===== src/rtl/cordic_job_dispatcher.sv =====
// Queues CORDIC requests and runs them one at a time on top_level_calc_cordic,
// returning each result with its caller tag, a timeout guard and opcode checking.
module cordic_job_dispatcher #(
  parameter int WIDTH   = 32,
  parameter int DEPTH   = 4,
  parameter int TAG_W   = 4,
  parameter int TIMEOUT = 64
) (
  input  logic             clk_i,
  input  logic             rst_ni,

  input  logic             req_valid_i,
  output logic             req_ready_o,
  input  logic [3:0]       req_op_i,
  input  logic [WIDTH-1:0] req_x_i,
  input  logic [WIDTH-1:0] req_y_i,
  input  logic [WIDTH-1:0] req_z_i,
  input  logic [TAG_W-1:0] req_tag_i,

  output logic             cordic_enable_o,
  output logic [3:0]       cordic_operation_o,
  output logic [WIDTH-1:0] cordic_x_o,
  output logic [WIDTH-1:0] cordic_y_o,
  output logic [WIDTH-1:0] cordic_z_o,
  input  logic [WIDTH-1:0] cordic_result_i,
  input  logic             cordic_done_i,

  output logic             rsp_valid_o,
  input  logic             rsp_ready_i,
  output logic [WIDTH-1:0] rsp_result_o,
  output logic [TAG_W-1:0] rsp_tag_o,
  output logic [1:0]       rsp_err_o,

  output logic             busy_o
);

  localparam int PTR_W = $clog2(DEPTH);
  localparam int CNT_W = $clog2(DEPTH + 1);
  localparam int TMO_W = $clog2(TIMEOUT + 1);

  localparam logic [3:0] OP_DEFAULT = 4'b1111;
  localparam logic [3:0] OP_MAX     = 4'd9;

  localparam logic [1:0] ERR_OK      = 2'b00;
  localparam logic [1:0] ERR_ILLEGAL = 2'b01;
  localparam logic [1:0] ERR_TIMEOUT = 2'b10;

  typedef enum logic [1:0] {
    IDLE  = 2'd0,
    ISSUE = 2'd1,
    WAIT  = 2'd2,
    RESP  = 2'd3
  } state_e;

  state_e state_q, state_d;

  logic [3:0]       fifo_op_q  [DEPTH];
  logic [WIDTH-1:0] fifo_x_q   [DEPTH];
  logic [WIDTH-1:0] fifo_y_q   [DEPTH];
  logic [WIDTH-1:0] fifo_z_q   [DEPTH];
  logic [TAG_W-1:0] fifo_tag_q [DEPTH];

  logic [PTR_W-1:0] wr_ptr_q, wr_ptr_d;
  logic [PTR_W-1:0] rd_ptr_q, rd_ptr_d;
  logic [CNT_W-1:0] count_q, count_d;

  logic [3:0]       op_q;
  logic [TAG_W-1:0] tag_q;
  logic [WIDTH-1:0] drv_x_q, drv_y_q, drv_z_q;
  logic [TMO_W-1:0] tmo_q;
  logic [WIDTH-1:0] rsp_result_q;
  logic [1:0]       rsp_err_q;

  logic full, empty, push, pop;
  logic [3:0]       head_op;
  logic [WIDTH-1:0] head_x, head_y, head_z;
  logic [TAG_W-1:0] head_tag;
  logic head_legal;
  logic timeout_hit;

  assign full  = (count_q == CNT_W'(DEPTH));
  assign empty = (count_q == '0);

  // Ready depends only on occupancy, so a full FIFO never accepts even while popping.
  assign push = req_valid_i && !full;
  assign pop  = (state_q == IDLE) && !empty;

  assign head_op    = fifo_op_q[rd_ptr_q];
  assign head_x     = fifo_x_q[rd_ptr_q];
  assign head_y     = fifo_y_q[rd_ptr_q];
  assign head_z     = fifo_z_q[rd_ptr_q];
  assign head_tag   = fifo_tag_q[rd_ptr_q];
  assign head_legal = (head_op <= OP_MAX);

  assign timeout_hit = (state_q == WAIT) && !cordic_done_i &&
                       (tmo_q == TMO_W'(TIMEOUT - 1));

  always_ff @(posedge clk_i) begin
    if (push) begin
      fifo_op_q[wr_ptr_q]  <= req_op_i;
      fifo_x_q[wr_ptr_q]   <= req_x_i;
      fifo_y_q[wr_ptr_q]   <= req_y_i;
      fifo_z_q[wr_ptr_q]   <= req_z_i;
      fifo_tag_q[wr_ptr_q] <= req_tag_i;
    end
  end

  always_comb begin
    wr_ptr_d = wr_ptr_q;
    rd_ptr_d = rd_ptr_q;
    count_d  = count_q;
    if (push) begin
      wr_ptr_d = wr_ptr_q + PTR_W'(1);
    end
    if (pop) begin
      rd_ptr_d = rd_ptr_q + PTR_W'(1);
    end
    if (push && !pop) begin
      count_d = count_q + CNT_W'(1);
    end else if (!push && pop) begin
      count_d = count_q - CNT_W'(1);
    end
  end

  always_ff @(posedge clk_i or negedge rst_ni) begin
    if (!rst_ni) begin
      wr_ptr_q <= '0;
      rd_ptr_q <= '0;
      count_q  <= '0;
      state_q  <= IDLE;
    end else begin
      wr_ptr_q <= wr_ptr_d;
      rd_ptr_q <= rd_ptr_d;
      count_q  <= count_d;
      state_q  <= state_d;
    end
  end

  always_comb begin
    state_d            = state_q;
    cordic_enable_o    = 1'b0;
    cordic_operation_o = OP_DEFAULT;
    rsp_valid_o        = 1'b0;
    unique case (state_q)
      IDLE: begin
        if (pop) begin
          state_d = head_legal ? ISSUE : RESP;
        end
      end
      ISSUE: begin
        cordic_enable_o    = 1'b1;
        cordic_operation_o = op_q;
        state_d            = WAIT;
      end
      WAIT: begin
        cordic_operation_o = op_q;
        if (cordic_done_i || timeout_hit) begin
          state_d = RESP;
        end
      end
      RESP: begin
        rsp_valid_o = 1'b1;
        if (rsp_ready_i) begin
          state_d = IDLE;
        end
      end
      default: state_d = IDLE;
    endcase
  end

  // Operand drivers load only for legal jobs, so they keep the last issued values.
  always_ff @(posedge clk_i or negedge rst_ni) begin
    if (!rst_ni) begin
      op_q         <= '0;
      tag_q        <= '0;
      drv_x_q      <= '0;
      drv_y_q      <= '0;
      drv_z_q      <= '0;
      tmo_q        <= '0;
      rsp_result_q <= '0;
      rsp_err_q    <= ERR_OK;
    end else begin
      if (pop) begin
        op_q  <= head_op;
        tag_q <= head_tag;
        if (head_legal) begin
          drv_x_q <= head_x;
          drv_y_q <= head_y;
          drv_z_q <= head_z;
        end else begin
          rsp_result_q <= '0;
          rsp_err_q    <= ERR_ILLEGAL;
        end
      end
      if (state_q == ISSUE) begin
        tmo_q <= '0;
      end
      if (state_q == WAIT) begin
        if (cordic_done_i) begin
          rsp_result_q <= cordic_result_i;
          rsp_err_q    <= ERR_OK;
        end else if (timeout_hit) begin
          rsp_result_q <= '0;
          rsp_err_q    <= ERR_TIMEOUT;
        end else begin
          tmo_q <= tmo_q + TMO_W'(1);
        end
      end
    end
  end

  assign req_ready_o  = !full;
  assign cordic_x_o   = drv_x_q;
  assign cordic_y_o   = drv_y_q;
  assign cordic_z_o   = drv_z_q;
  assign rsp_result_o = rsp_result_q;
  assign rsp_tag_o    = tag_q;
  assign rsp_err_o    = rsp_err_q;
  assign busy_o       = (state_q != IDLE) || !empty;

endmodule


===== config.mk =====
export PLATFORM = sky130hd
export DESIGN_NAME = cordic_job_dispatcher
export DESIGN_NICKNAME = d
export VERILOG_FILES = /design/src/rtl/cordic_job_dispatcher.sv
export SDC_FILE = /design/constraint.sdc
export NUM_CORES = 1
export LEC_CHECK = 0
export CORE_UTILIZATION = 51
export CTS_BUF_LIST = sky130_fd_sc_hd__clkbuf_4 sky130_fd_sc_hd__clkbuf_8
export DETAILED_ROUTE_END_ITERATION = 8
export GPL_ROUTABILITY_DRIVEN = 0
export MAX_ROUTING_LAYER = met4
export PLACE_DENSITY = 0.78
export SYNTH_ARGS = -nofsm -noshare
export SYNTH_HDL_FRONTEND = slang
export SYNTH_SLANG_ARGS = --single-unit

===== constraint.sdc =====
create_clock -name clk_i -period 3.9 [get_ports clk_i]
set_clock_uncertainty 0.1 [all_clocks]
set_input_delay 0.78 -clock clk_i [delete_from_list [all_inputs] [get_ports clk_i]]
set_output_delay 0.78 -clock clk_i [all_outputs]
set_load 0.01 [all_outputs]

* After elaboration in Yosys (flattened, before gate mapping)
Memory sizes are Yosys's and may differ from the RTL's. A register that Yosys moved wholly into a read port is not among the register bits.
Index checks and enable logic that the tools add are counted.
** Storage, ports and cells
- Flip-flop bits (word level) :: 54
- Latch bits :: 0
- RAM bits :: 416
- Bits in read-only memories :: 0
- Output and inout port bits :: 142
- Logic and storage cells :: 77
- Memories kept :: 5
** Operators by class
- Add/subtract/negate cells :: 5
- Multipliers :: 0
- Divide/modulo/power cells :: 0
- Order comparisons :: 1
- Equal/unequal tests :: 8
- Shift-type cells :: 0
- Mux-type cells :: 26
- Bitwise gates (word level) :: 0
- Reductions and logical operators :: 24
** Memory list
- fifo_x_q :: depth 4, width 32, rd ports 1, clocked after Yosys merged registers in 1, write ports 1, line 58 : logic [WIDTH-1:0] fifo_x_q [DEPTH];
- fifo_y_q :: depth 4, width 32, rd ports 1, clocked after Yosys merged registers in 1, write ports 1, line 59 : logic [WIDTH-1:0] fifo_y_q [DEPTH];
- fifo_z_q :: depth 4, width 32, rd ports 1, clocked after Yosys merged registers in 1, write ports 1, line 60 : logic [WIDTH-1:0] fifo_z_q [DEPTH];
- fifo_op_q :: depth 4, width 4, rd ports 1, clocked after Yosys merged registers in 0, write ports 1, line 57 : logic [3:0] fifo_op_q [DEPTH];
- fifo_tag_q :: depth 4, width 4, rd ports 1, clocked after Yosys merged registers in 1, write ports 1, line 61 : logic [TAG_W-1:0] fifo_tag_q [DEPTH];
** Operators with widths (count)
- 32-bit 2-to-1 mux :: 5
- 7-bit 2-to-1 mux :: 4
- 2-bit 2-to-1 mux :: 9
- 1-bit zero test :: 9
- 2-bit one-hot mux with 4 select lines :: 1
- 7-bit by 1-bit adder with 7-bit output (second input constant) :: 1
- 7-bit by 6-bit equality test with 1-bit output (second input constant) :: 1
- 1-bit logical AND :: 6
- 3-bit 2-to-1 mux :: 2
- 2-bit by 1-bit adder with 2-bit output (second input constant) :: 2
- 2-bit equality test (second input constant) :: 2
- 4-bit <= comparator (second input constant) :: 1
- 1-bit 2-to-1 mux :: 4
- 4-bit 2-to-1 mux :: 1
- 2-bit != test (second input constant) :: 2
- 2-bit nonzero test :: 2
- 3-bit by 1-bit adder with 3-bit output (second input constant) :: 1
- 3-bit equality test (second input constant) :: 1
- 3-bit zero test :: 1
- 3-bit AND reduction :: 1
- 3-bit by 1-bit subtractor with 3-bit output (second input constant) :: 1
- 2-bit by 1-bit equality test with 1-bit output (second input constant) :: 1
- 2-bit zero test :: 1
- 1-bit logical OR :: 2
- other kinds (3) :: 3

* Longest topological paths before layout
- Word-level depth :: 7
- Depth in mapped cells :: 11
- Mapped depth without buffers :: 10

* Worst setup path after synthesis
OpenSTA, ideal clock, no wires.
- Path type :: input -> register
- Start point :: input port req_valid_i
- End point :: memory fifo_op_q[1][0], enable pin
- Setup time :: 0.475 ns
- Data arrival time :: 3.236 ns
- Required time :: 3.325 ns
- Setup slack :: 0.089 ns
- Stages :: 1
- Path buffers :: 0
- Cell sequence :: and3_1
** Between the ends
- Longest elaborated chain between the ends :: 3
** Ends and longest elaborated chain
- start: declaration :: line 12 : input logic req_valid_i,
- 1-bit logical AND :: line 85 : assign push = req_valid_i && !full;
- 1-bit 2-to-1 mux :: line 99 : if (push) begin
- 1-bit 2-to-1 mux (implied by the code) :: line 100 : fifo_op_q[wr_ptr_q] <= req_op_i;
- end: declaration :: line 57
Every way passes these cells.

* Worst setup path in the final report
- Start point :: register state_q[0]
- End point :: output port cordic_operation_o[3]
** Between the ends
- Longest elaborated chain between the ends :: 3
** Ends and longest elaborated chain
- start: declaration :: line 55 : state_e state_q, state_d;
- start signal: assignment :: line 135 : state_q <= state_d;
- 2-bit equality test or 2-bit by 1-bit equality test with 1-bit output (tied branches) :: line 144 : unique case (state_q)
- 2-bit OR reduction (no source line) *
- 4-bit 2-to-1 mux * :: line 144
- end: declaration :: line 21 : output logic [3:0] cordic_operation_o,
Mark *: on every way between the ends. The rest lies on a longest branch, timed or not.

==> flow_summary.toml <==
[clock_network]
cts-root-to-sink-buffers = 3
clock_tree_sinks = 570
path_clk_slew_ns = 0.05
postCtsSetupRepairBufs = 0
clock-root-buffer = "sky130_fd_sc_hd__clkbuf_8"
cts_repair_resize_count = 0
cts_max_level = 3
tritoncts_clock_tree = "yes"
clock_latency_ns = 0.62
holdBufCountCts = 0
cts_buffers = 89

[timing]
worst_slew_pin_slew_ns = 0.996
slew_headroom = 0.333
count_of_pins_over_their_slew_limit = 0
rsz0062_at_grt = "no"
period_minus_slack_ns = 3.01
total_setup_violations_reported_at_the_end_of_the_flow = 0
report.final.hold_viol_count = 0
max_clock_freq_mhz = 332
hold_ws_ns = 0.144
final.setup.tns_ns = 0
period_share = 0.772

[detailed_routing]
routedWlPerCell_um = 21.9
drtIter0Drc = 544
routed_via_density = 5.42
detail-route-antenna-nets = 0
drt_drc_violations_left = 0
first_pass_iters = 4
drt_wl_total_um = 42000
dr_total_vias = 10390

[floorplan]
die_w_um = 205
initial_utilization = 0.517
floorplan.core_area_mm2 = 0.0407
num_io_pins = 283
row_count = 74
fp.dieArea_mm2 = 0.0421
fp.dieH_um = 205

[cells_and_area]
finish.instance_area_mm2 = 0.0264
layout_common_cells = "416 x sky130_fd_sc_hd__edfxtp_1, 281 x sky130_fd_sc_hd__clkdlybuf4s50_1, 152 x sky130_fd_sc_hd__dfrtp_1"
sequential_cell_area_mm2 = 0.0164
final.fill_count = 2773
final-instance-count-excl-fill = 1917
syn2layout_area_growth_pct = 25.4
multiInputGateArea_mm2 = 0.00444
ratio_of_cells_with_drive_above_1_in_the_final_layout = 0.248
num-nets-final = 1464
most_common_cell_after_layout_fill_and_taps_aside = "sky130_fd_sc_hd__edfxtp_1"

[pwr]
power.leakage_nw = 9.43
report.power.total_w = 0.0205
switching_share = 0.289
vdd_drop_max_uv = 438
power_per_cell_area_mw_per_mm2 = 777
cell_internal_pwr_w = 0.0146
power.share.sequential = 0.439
power.switching_w = 0.00592
comb_power_share = 0.324
power.clock.fraction = 0.237

[logic_synthesis]
synth.lib_cells_used.distinct = 41
syn_nets = 1111
synth-seq-cells = 570
synth.yosys.seq_area_share = 0.776
netlist_instances = 958
post_synth_instance_area_mm2 = 0.0211
synthesis.yosys.warnings = 0
syn_avg_cell_area_um2 = 22.0

[global_route]
largest_net_degree_at_the_start_of_global_routing = 105
global_routing_s_busiest_layer = "met2"
grt_first_pass_wirelength_um = 64000
groute.layer.met1.usage = 0.256
grt_usage = 0.212
groute.layer.met3.usage = 0.0488
total_overflow_reported_by_the_global_router = 0
via_count_of_the_first_global_routing_pass = 11285
grt_met2_usage = 0.345
antenna_found_initial = 4

[placement]
placed_cells = 1752
io_port_bufs = 282
placed_area_mm2 = 0.0246
hpwlAfterDp_um = 24900

[job]
max_cap_viol_count = 0

[setup_path]
crit_required_ns = 3.02
worstPathMaxFanout = 5
end_kind = "output port"
worst_setup_path_start_kind = "flip-flop"
critPathArrivalTime_ns = 2.13
path_class = "reg -> out"

[run_status]
outcome = "finished clean"

[min_path]
hold_path_class = "in -> async"
==> cells in the mapped netlist <==
cell type	instances	area [um2]
sky130_fd_sc_hd__a21o_1	2	15.0
sky130_fd_sc_hd__a21oi_1	1	5.00
sky130_fd_sc_hd__a21oi_2	1	8.76
sky130_fd_sc_hd__a22o_1	33	289
sky130_fd_sc_hd__a31o_2	1	8.76
sky130_fd_sc_hd__a31oi_1	2	12.5
sky130_fd_sc_hd__and2_0	1	6.26
sky130_fd_sc_hd__and2_1	1	6.26
sky130_fd_sc_hd__and3_1	5	31.3
sky130_fd_sc_hd__and4_1	1	8.76
sky130_fd_sc_hd__buf_1	8	30.0
sky130_fd_sc_hd__buf_2	6	30.0
sky130_fd_sc_hd__buf_4	3	22.5
sky130_fd_sc_hd__buf_6	3	33.8
sky130_fd_sc_hd__buf_8	4	60.1
sky130_fd_sc_hd__clkbuf_1	20	75.1
sky130_fd_sc_hd__dfrtp_1	154	3850
sky130_fd_sc_hd__edfxtp_1	416	12500
sky130_fd_sc_hd__fa_1	1	20.0
sky130_fd_sc_hd__ha_1	11	138
sky130_fd_sc_hd__inv_1	9	33.8
sky130_fd_sc_hd__mux2_1	40	450
sky130_fd_sc_hd__mux2_2	60	676
sky130_fd_sc_hd__mux2i_1	7	70.1
sky130_fd_sc_hd__mux4_2	104	2340
sky130_fd_sc_hd__nand2_1	31	116
sky130_fd_sc_hd__nand2b_1	7	43.8
sky130_fd_sc_hd__nand3_1	2	10.0
sky130_fd_sc_hd__nand3b_1	2	15.0
sky130_fd_sc_hd__nor2_1	6	22.5
sky130_fd_sc_hd__nor2_4	1	11.3
sky130_fd_sc_hd__nor2b_1	1	6.26
sky130_fd_sc_hd__nor3_1	2	10.0
sky130_fd_sc_hd__nor3b_1	1	7.51
sky130_fd_sc_hd__o211a_1	1	10.0
sky130_fd_sc_hd__o21a_1	1	7.51
sky130_fd_sc_hd__o21ai_0	1	5.00
sky130_fd_sc_hd__o31a_1	1	8.76
sky130_fd_sc_hd__o32ai_1	1	8.76
sky130_fd_sc_hd__xnor2_1	4	35.0
sky130_fd_sc_hd__xor2_1	2	17.5
==> critical path: stages, from the launching register on <==
cell and delay (ns):
sky130_fd_sc_hd__dfrtp_1 0.37, sky130_fd_sc_hd__inv_1 0.09, sky130_fd_sc_hd__ha_1 0.37, sky130_fd_sc_hd__nand2b_1 0.10, sky130_fd_sc_hd__clkdlybuf4s50_1 0.57
==> logic make-up after synthesis <==
group	count (synthesis)	share of synthesized area
AOI/OAI and AO/OA	45	0.0180
xor gates and xnor gates	6	0.00250
adders and majority gates	12	0.00749
buffers and inverters	53	0.0135
DFF	570	0.776
muxes	211	0.168
and+or+nand+nor	61	0.0140
==> power groups by stage <==
stage / logic, W / registers (W) / clock network, W
2_1_floorplan: 0.00378 / 0.00925 / 0
3_3_place_gp: 0.00665 / 0.00905 / 0
3_5_place_dp: 0.00676 / 0.00914 / 0
4_1_cts: 0.00680 / 0.00904 / 0.00501
5_1_grt: 0.00716 / 0.00919 / 0.00528
6_report: 0.00665 / 0.00900 / 0.00487
==> sequential cells by signal, indices dropped and copies added (netlist names), 7 cells and up <==
name          flops
rsp_result_o     32
cordic_y_o       32
fifo_y_q        128
cordic_x_o       32
cordic_z_o       32
fifo_tag_q       16
fifo_x_q        128
fifo_z_q        128
fifo_op_q        16
tmo_q             7
==> stage by stage <==
stage / setup WS [ns] / util
5_1_grt: 0.734 / 0.648
3_5_place_dp: 0.943 / 0.604
3_3_place_gp: 1.02 / 0.604
4_1_cts: 0.817 / 0.648
6_report: 0.891 / 0.648
2_1_floorplan: 0.0889 / -
==> path summary, 6_finish.rpt <==
check                             start                     to  slack (ns)  cells past startpoint
setup / recovery             state_q[0]  cordic_operation_o[3]        0.89                      4
hold / removal                   rst_ni       rsp_result_o[29]        0.14                      1
setup reg to reg            rd_ptr_q[0]         cordic_x_o[25]        1.10                      5
hold reg to reg            rsp_tag_o[0]           rsp_tag_o[0]        0.37                      2
max in group asynchronous        rst_ni        rsp_result_o[2]        2.70                      2
min in group clk_i         rsp_tag_o[0]           rsp_tag_o[0]        0.37                      2
==> cell type report <==
| cell class | count | share of cell area |
|---|---|---|
| Multi-Input combinational cell | 335 | 0.168 |
| Tap cell | 532 | 0.0252 |
| Inverter | 9 | 0.00128 |
| Clock buffer | 133 | 0.0611 |
| Antenna cell | 4 | 0.000379 |
| Timing Repair Buffer | 306 | 0.119 |
| Sequential cell | 570 | 0.620 |
| Clock inverter | 28 | 0.00550 |
==> layer usage <==
layer / up-vias / wire length [um]
met3: 75 / 2450
met4: 0 / 1170
met2: 326 / 21500
met5: - / 0
li1: 4589 / -
met1: 5400 / 16900
Note: power is estimated with default switching activity, not from simulation.
